==> src/rtl/debounce_scan_ctrl.sv <==
`timescale 1ns/1ps
// debounce_scan_ctrl
// Debounces N_BTN raw buttons with one shared sample-tick prescaler. On each
// tick an FSM walks the buttons one per clock and updates a per-button
// stability counter. When a button's level flips, a press/release event goes
// out through a single-entry valid/ready slot.
//
//   state | meaning
//   ------+-------------------------------------------------------------
//   IDLE  | waiting for the next sample tick, o_busy=0
//   SCAN  | processing button idx this cycle, o_busy=1
//
module debounce_scan_ctrl #(
   parameter int N_BTN        = 4,
   parameter int IDX_W        = 2,
   parameter int TICK_DIV     = 100000,
   parameter int STABLE_TICKS = 10,
   parameter int CNT_W        = 4
) (
   input  logic             clk,
   input  logic             rst_n,
   input  logic [N_BTN-1:0] i_btn,
   output logic [N_BTN-1:0] o_level,
   output logic             o_evt_valid,
   input  logic             i_evt_ready,
   output logic [IDX_W-1:0] o_evt_id,
   output logic             o_evt_press,
   output logic             o_overflow,
   output logic             o_busy
);

   localparam int               TICK_W    = (TICK_DIV > 1) ? $clog2(TICK_DIV) : 1;
   localparam logic [TICK_W-1:0] TICK_LAST = TICK_W'(TICK_DIV - 1);
   localparam logic [CNT_W-1:0]  CNT_LAST  = CNT_W'(STABLE_TICKS - 1);
   localparam logic [IDX_W-1:0]  IDX_LAST  = IDX_W'(N_BTN - 1);

   typedef enum logic {
      ST_IDLE = 1'b0,
      ST_SCAN = 1'b1
   } state_t;

   // Synchronizer
   logic [N_BTN-1:0]  sync1_q, sync1_d;
   logic [N_BTN-1:0]  sync2_q, sync2_d;

   // Prescaler and scan FSM
   logic [TICK_W-1:0] tick_cnt_q, tick_cnt_d;
   logic              tick;
   state_t            state_q, state_d;
   logic [IDX_W-1:0]  idx_q, idx_d;

   // Debounce state
   logic [N_BTN-1:0]  level_q, level_d;
   logic [CNT_W-1:0]  cnt_q [N_BTN];
   logic [CNT_W-1:0]  cnt_d [N_BTN];
   logic              raise;
   logic [IDX_W-1:0]  raise_id;
   logic              raise_press;

   // Event slot
   logic              evt_valid_q, evt_valid_d;
   logic [IDX_W-1:0]  evt_id_q, evt_id_d;
   logic              evt_press_q, evt_press_d;
   logic              ovf_q, ovf_d;
   logic              xfer;

   // Two-flop synchronizer inputs; the scan only ever looks at sync2_q.
   always_comb begin
      sync1_d = i_btn;
      sync2_d = sync1_q;
   end

   // Free-running prescaler, tick in the last count of each period.
   always_comb begin
      tick       = (tick_cnt_q == TICK_LAST);
      tick_cnt_d = tick ? '0 : tick_cnt_q + TICK_W'(1);
   end

   // Scan FSM: one tick starts a pass over every button, one per clock.
   always_comb begin
      state_d = state_q;
      idx_d   = idx_q;
      case (state_q)
         ST_IDLE: begin
            if (tick) begin
               state_d = ST_SCAN;
               idx_d   = '0;
            end
         end
         ST_SCAN: begin
            if (idx_q == IDX_LAST) begin
               state_d = ST_IDLE;
               idx_d   = '0;
            end else begin
               idx_d = idx_q + IDX_W'(1);
            end
         end
         default: begin
            state_d = ST_IDLE;
            idx_d   = '0;
         end
      endcase
   end

   // Per-button stability counting; only the button under idx is touched.
   always_comb begin
      level_d     = level_q;
      raise       = 1'b0;
      raise_id    = '0;
      raise_press = 1'b0;
      for (int k = 0; k < N_BTN; k++) begin
         cnt_d[k] = cnt_q[k];
      end
      if (state_q == ST_SCAN) begin
         for (int k = 0; k < N_BTN; k++) begin
            if (idx_q == IDX_W'(k)) begin
               if (sync2_q[k] == level_q[k]) begin
                  cnt_d[k] = '0;
               end else if (cnt_q[k] == CNT_LAST) begin
                  // Held the new value for STABLE_TICKS samples: flip and report.
                  level_d[k]  = sync2_q[k];
                  cnt_d[k]    = '0;
                  raise       = 1'b1;
                  raise_id    = IDX_W'(k);
                  raise_press = sync2_q[k];
               end else begin
                  cnt_d[k] = cnt_q[k] + CNT_W'(1);
               end
            end
         end
      end
   end

   // Event slot: a transfer in the same cycle frees room for a new event,
   // otherwise a new event against a full slot is dropped and flagged.
   always_comb begin
      xfer        = evt_valid_q & i_evt_ready;
      evt_valid_d = evt_valid_q;
      evt_id_d    = evt_id_q;
      evt_press_d = evt_press_q;
      ovf_d       = ovf_q;
      if (raise) begin
         if (!evt_valid_q || i_evt_ready) begin
            evt_valid_d = 1'b1;
            evt_id_d    = raise_id;
            evt_press_d = raise_press;
         end else begin
            ovf_d = 1'b1;
         end
      end else if (xfer) begin
         evt_valid_d = 1'b0;
      end
   end

   // State registers; reset abandons any scan in progress.
   always_ff @(posedge clk or negedge rst_n) begin
      if (!rst_n) begin
         sync1_q     <= '0;
         sync2_q     <= '0;
         tick_cnt_q  <= '0;
         state_q     <= ST_IDLE;
         idx_q       <= '0;
         level_q     <= '0;
         evt_valid_q <= 1'b0;
         evt_id_q    <= '0;
         evt_press_q <= 1'b0;
         ovf_q       <= 1'b0;
         for (int k = 0; k < N_BTN; k++) begin
            cnt_q[k] <= '0;
         end
      end else begin
         sync1_q     <= sync1_d;
         sync2_q     <= sync2_d;
         tick_cnt_q  <= tick_cnt_d;
         state_q     <= state_d;
         idx_q       <= idx_d;
         level_q     <= level_d;
         evt_valid_q <= evt_valid_d;
         evt_id_q    <= evt_id_d;
         evt_press_q <= evt_press_d;
         ovf_q       <= ovf_d;
         for (int k = 0; k < N_BTN; k++) begin
            cnt_q[k] <= cnt_d[k];
         end
      end
   end

   assign o_level     = level_q;
   assign o_evt_valid = evt_valid_q;
   assign o_evt_id    = evt_id_q;
   assign o_evt_press = evt_press_q;
   assign o_overflow  = ovf_q;
   assign o_busy      = (state_q == ST_SCAN);

endmodule
==> config.mk <==
export PLATFORM = sky130hd
export DESIGN_NAME = debounce_scan_ctrl
export DESIGN_NICKNAME = d
export VERILOG_FILES = /design/src/rtl/debounce_scan_ctrl.sv
export SDC_FILE = /design/constraint.sdc
export NUM_CORES = 1
export LEC_CHECK = 0
export ABC_CLOCK_PERIOD_IN_PS = 1900
export CAP_MARGIN = 20
export CORE_UTILIZATION = 57
export CTS_CLUSTER_SIZE = 16
export DETAILED_ROUTE_END_ITERATION = 8
export HOLD_SLACK_MARGIN = 0.1
export PLACE_DENSITY = 0.75
export SLEW_MARGIN = 10
export SYNTH_ARGS = -nofsm -noshare
export SYNTH_HDL_FRONTEND = slang
export SYNTH_SLANG_ARGS = --single-unit
==> constraint.sdc <==
create_clock -name clk -period 1.9 [get_ports clk]
set_input_delay 0.285 -clock clk [delete_from_list [all_inputs] [get_ports clk]]
set_output_delay 0.285 -clock clk [all_outputs]
set_load 0.01 [all_outputs]
## Yosys cells after proc, flatten, opt, wreduce, memory -nomap -nowiden

Index checks and enable logic that the tools add are counted.

- Bits in registers: 53
- Input port bits: 7
- Output and inout bits: 10
- Logic and storage cells: 113

- Add/sub/neg operators: 6
- Eq/ne operators: 14
- Mux-type cells: 54
- Bitwise operators: 7
- Reduce and logical (&&, ||, !) cells: 15

Operators with widths:

| kind | count |
|---|---|
| 2-to-1 mux 1 bit | 34 |
| 2-to-1 mux 4 bit | 8 |
| 2-to-1 mux 2 bit | 9 |
| adder 17 x 1 -> 17 bit, second input constant | 1 |
| equality test 17 bit, second input constant | 1 |
| 2-to-1 mux 17 bit | 1 |
| adder 4 x 1 -> 4 bit, second input constant | 4 |
| equality test 4 bit, second input constant | 4 |
| AND reduction 4 bit | 4 |
| AND reduction 2 bit | 7 |
| inverter 1 bit | 6 |
| equality test 1 bit | 4 |
| equality test 2 bit, second input constant | 2 |
| case mux 2 bit (2 select lines) | 1 |
| adder 2 x 1 -> 2 bit, second input constant | 1 |
| equality test 2 x 1 -> 1 bit, second input constant | 1 |
| logical NOT 2 bit | 1 |
| != test 2 x 1 -> 1 bit, second input constant | 1 |
| != test 2 bit, second input constant | 1 |
| case mux 1 bit (2 select lines) | 1 |
| nonzero test 2 bit | 1 |
| AND 1 bit | 1 |
| logical NOT 1 bit | 1 |
| logical OR 1 bit | 1 |

## Depth between registers and ports, before layout

- Depth after elaboration: 16
- Mapped depth: 7
- Mapped depth without buffers: 6

## Least setup slack after synthesis

OpenSTA, ideal clock, no wires.

- Path type: flip-flop to flip-flop
- Start point: register idx_q[0]
- End point: register evt_id_q[0] (netlist: o_evt_id[0])
- Library setup time: 0.125 ns
- Arrival: 1.632 ns
- Required time: 1.775 ns
- Slack: 0.143 ns
- Cell stages (with the launch flop): 7
- Clock period less this slack: 1.757 ns
- Cells stage by stage: dfrtp_1 inv_1 ha_1 nand4b_1 or2_2 a31oi_4 mux2_2

- Longest elaborated chain between the ends: 13
- Elaborated cells on any way between the ends: 24
- Those cells by class: 3 x eq/ne; 19 x mux; 2 x reduce/logical

RTL lines:

| item | line | RTL |
|---|---|---|
| from (decl) | 50 | `logic [IDX_W-1:0] idx_q, idx_d;` |
| from (signal assigned) | 176 | `idx_q <= idx_d;` |
| logical NOT 2 bit | 116 | `if (idx_q == IDX_W'(k)) begin` |
| 2-to-1 mux 1 bit | 116 |  |
| 2-to-1 mux 1 bit | 119 | `end else if (cnt_q[k] == CNT_LAST) begin` |
| 2-to-1 mux 1 bit | 117 | `if (sync2_q[k] == level_q[k]) begin` |
| 2-to-1 mux 1 bit | 116 |  |
| 2-to-1 mux 1 bit | 119 |  |
| 2-to-1 mux 1 bit | 117 |  |
| 2-to-1 mux 1 bit | 116 |  |
| 2-to-1 mux 1 bit | 119 |  |
| 2-to-1 mux 1 bit | 117 |  |
| 2-to-1 mux 1 bit | 116 |  |
| 2-to-1 mux 1 bit | 114 | `if (state_q == ST_SCAN) begin` |
| AND reduction 2 bit (no source line) | n/a |  |
| to (signal assigned) | 179 | `evt_id_q <= evt_id_d;` |
| to (decl) | 62 | `logic [IDX_W-1:0] evt_id_q, evt_id_d;` |

Parallel ways exist; a longest one is shown, timed or not.
A chain may end at the register's enable or synchronous reset.

## Final worst setup path

Ends and elaborated chain as after synthesis.

==> results by group <==
Run status
  • Status: finished clean

GRT
  • Most Used Layer, Global Route: met2
  • Largest net degree at the start of global routing: 54
  • Global routing usage on met3: 5.09%
  • Initial antenna violation count: 0
  • Met2 Use GR: 31.9%
  • GR Overflow Total: 0
  • Vias in the first global route: 1796
  • First-pass GRT wire length: 7870 µm
  • Overall routing resource usage: 20.4%
  • M1 GR Usage: 27.8%

STA
  • Clock Skew: 7.13 ps
  • RSZ-0062 raised after global routing: false
  • Setup tns final: 0 ps
  • Slew @ Worst Pin: 645 ps
  • Slew headroom: 57.0%
  • Final hold violation count: 0
  • Fmax: 0.547 GHz
  • Slew Limit Fails: 0
  • Crit path time final: 1830 ps
  • Final setup viols: 0
  • Ratio of final minimum period to clock period: 96.2%

Hold path
  • Hold Path Class: flip-flop to flip-flop

Setup path
  • Kind of critical path: flip-flop to flip-flop
  • CP peak stage delay: 460 ps
  • Crit-path cells: inv_2 > ha_2 > nand4b_1 > o22a_2 > a31oi_4 > mux2_2
  • Crit end category: flip-flop
  • Delay-heaviest family, CP: compound AO/OA/AOI/OAI gates
  • CP bufs+invs: 1
  • Nature of the critical path startpoint: flip-flop
  • CP max-delay cell: dfrtp_2
  • CP required: 2100 ps
  • CP arrival: 2030 ps
  • CP Max Fanout: 5

Drt
  • Drc violations: 0
  • DR iter-0 viols: 74
  • Routed WL: 4470 µm
  • Drt via density: 5.73
  • Via count: 1861
  • Drt first pass iters: 4
  • Routed Antenna Nets: 0
  • Routed WL per cell: 13.8 µm

Cells and area
  • Layout area overhead: 16.3%
  • Design Area, Final: 0.00303 mm²
  • Nets: 292
  • Final Non-Filler Cells: 325
  • ANT cells: 0
  • Share of cells above drive strength 1: 12.8%

Synthesis
  • Top cells by area, synth: dfrtp_1 (51%), ha_1 (6.3%), nand2_1 (3.5%), xor2_1 (3.4%), xnor2_1 (3.0%)
  • Synth unique cells: 46
  • Post-Synthesis Cells: 241
  • Syn avg cell area: 10.8 µm²
  • Cell area after synthesis: 0.00260 mm²
  • #FFs+latches synth: 53
  • Top-count cell post-synth: dfrtp_1
  • Synth top cells by count: dfrtp_1 (53), nand2_1 (24), o21ai_0 (14), ha_1 (13), nand3_1 (13)
  • Ys Warns: 0
  • Syn_nets: 261
  • Synth area leader: dfrtp_1
  • Register area share after synthesis: 51.0%
  • Post-synth EDFFs: 0
  • FFs w/ async S/R, synth: 100%
  • Synth Flop Type: dfrtp_1
  • Share of the synthesized area in the top cell type: 51.0%

Placed design
  • Half-perimeter wire length after placement: 3240 µm
  • GPL Wtd Cong: 0.826
  • Port Buffers: 16
  • Dpl cell area: 0.00288 mm²
  • Inst Count DP: 315

Floorplanning
  • Initial Utilization: 59.4%
  • Die ar.: 0.00484 mm²
  • Area of the core: 0.00438 mm²
  • I/O pin count: 17
  • Die X: 69.6 µm
  • Cell Rows: 24
  • Die Ht: 69.6 µm

Power and ir drop
  • Tot Pwr: 1.96 mW
  • Cell Pwr Density: 648 mW/mm²
  • Leakage: 1.36 nW
  • VDD IR max: 0.450 mV

Clocking
  • Clock buffer depth: 2
  • Clock latency on the worst-skew pair: 310 ps
  • CTS tree: done
  • Clock sinks: 53
  • Clock Pin Slew Worst Setup and Hold Paths: 100 ps
  • Htree depth: 2
  • CTS buffer count: 5
  • CTS Root Buffer Type: clkbuf_8

Flow run
  • Max-cap viol count: 0
[registers in the layout, summed over array words and instances (netlist names)]
signal	count
o_overflow	1
idx_q	2
tick_cnt_q	17
o_evt_id	2
o_level	4
sync2_q	4
o_evt_valid	1
cnt_q	16
o_busy	1
sync1_q	4
o_evt_press	1
[per-stage QoR]
| step | hold WS (ps) | setup WS, ps | utilization (%) |
|---|---|---|---|
| finish | 354 | 72.5 | 69.1 |
| global route | 366 | 7.75 | 69.1 |
| CTS | 357 | 23.8 | 68.5 |
| detailed placement | 336 | 55.0 | 65.6 |
| global placement | 332 | 109 | 65.6 |
| floorplan | -10.6 | 143 | - |
[layout by cell type (no fill, tap or decap), drive strengths merged, types with 2 or more instances in the layout]
cell and count:
a21o 4, a31oi 2, and3 5, and3b 4
buf 11, clkbuf 5, clkdlybuf4s50 15, dfrtp 53
ha 13, inv 9, mux2 5, nand2 24
nand2b 6, nand3 13, nand4 6, nand4b 4
nor2 12, nor3 4, nor3b 3, nor4b 2
o211ai 2, o21ai 14, o21bai 4, o31ai 7
o41ai 2, or2 2, or3 4, xnor2 9
xor2 10
[layout make-up]
type | count | area (µm²)
clock inverters | 3 | 46.3
inverters | 9 | 33.8
flip-flops and latches | 53 | 1330
fillers | 332 | 1360
multi-input cells | 176 | 1250
well taps | 52 | 65.1
repair buffers | 27 | 240
clock buffers | 5 | 68.8
[routing by layer]
metal	up-vias	share of wire, %
met4	0	1.3
met3	6	3.1
met2	24	47
met5	-	0
li1	929	-
met1	902	48
[final timing paths]
| path | start | end | slack [ps] | cells past startpoint |
|---|---|---|---|---|
| max in group asynchronous | rst_n | idx_q[0] | 830 | 3 |
| hold / removal | sync1_q[2] | sync2_q[2] | 350 | 0 |
| hold reg to reg | sync1_q[2] | sync2_q[2] | 350 | 0 |
| setup reg to reg | idx_q[0] | o_evt_id[0] | 70 | 6 |
| setup / recovery | idx_q[0] | o_evt_id[0] | 70 | 6 |
| min in group asynchronous | rst_n | sync1_q[2] | 600 | 3 |
[power breakdown]
part	internal, mW	total (mW)	switching (mW)
Combinational	0.0224	0.0562	0.0338
Clock	0.394	0.765	0.371
Sequential	1.14	1.14	0.00561
Total	1.55	1.96	0.410
[worst reg2reg max path, stage by stage (launching register included)]
cell and delay, ps:
dfrtp_2 460, inv_2 80, ha_2 190, nand4b_1 150
o22a_2 280, a31oi_4 210, mux2_2 350
[timing repair]
| item | in CTS | in global routing |
|---|---|---|
| hold buffers | 1 | 0 |
| buffers inserted | 0 | 1 |
| endpoints found under the hold margin | 5 | 0 |
| gates resized for setup | 0 | 7 |
| endpoints found under the setup margin | 0 | 2 |
[kinds of logic after synthesis]
family | count (synthesis) | synth area share (%)
AND/OR/NAND/NOR | 95 | 20.2
flip-flops | 53 | 51.0
AO/OA/AOI/OAI | 43 | 11.8
XOR/XNOR | 19 | 6.39
adder cells (fa/ha/maj) | 13 | 6.25
buffers and inverters | 12 | 1.83
multiplexers | 6 | 2.55
Power figures use the tool's default switching activity.
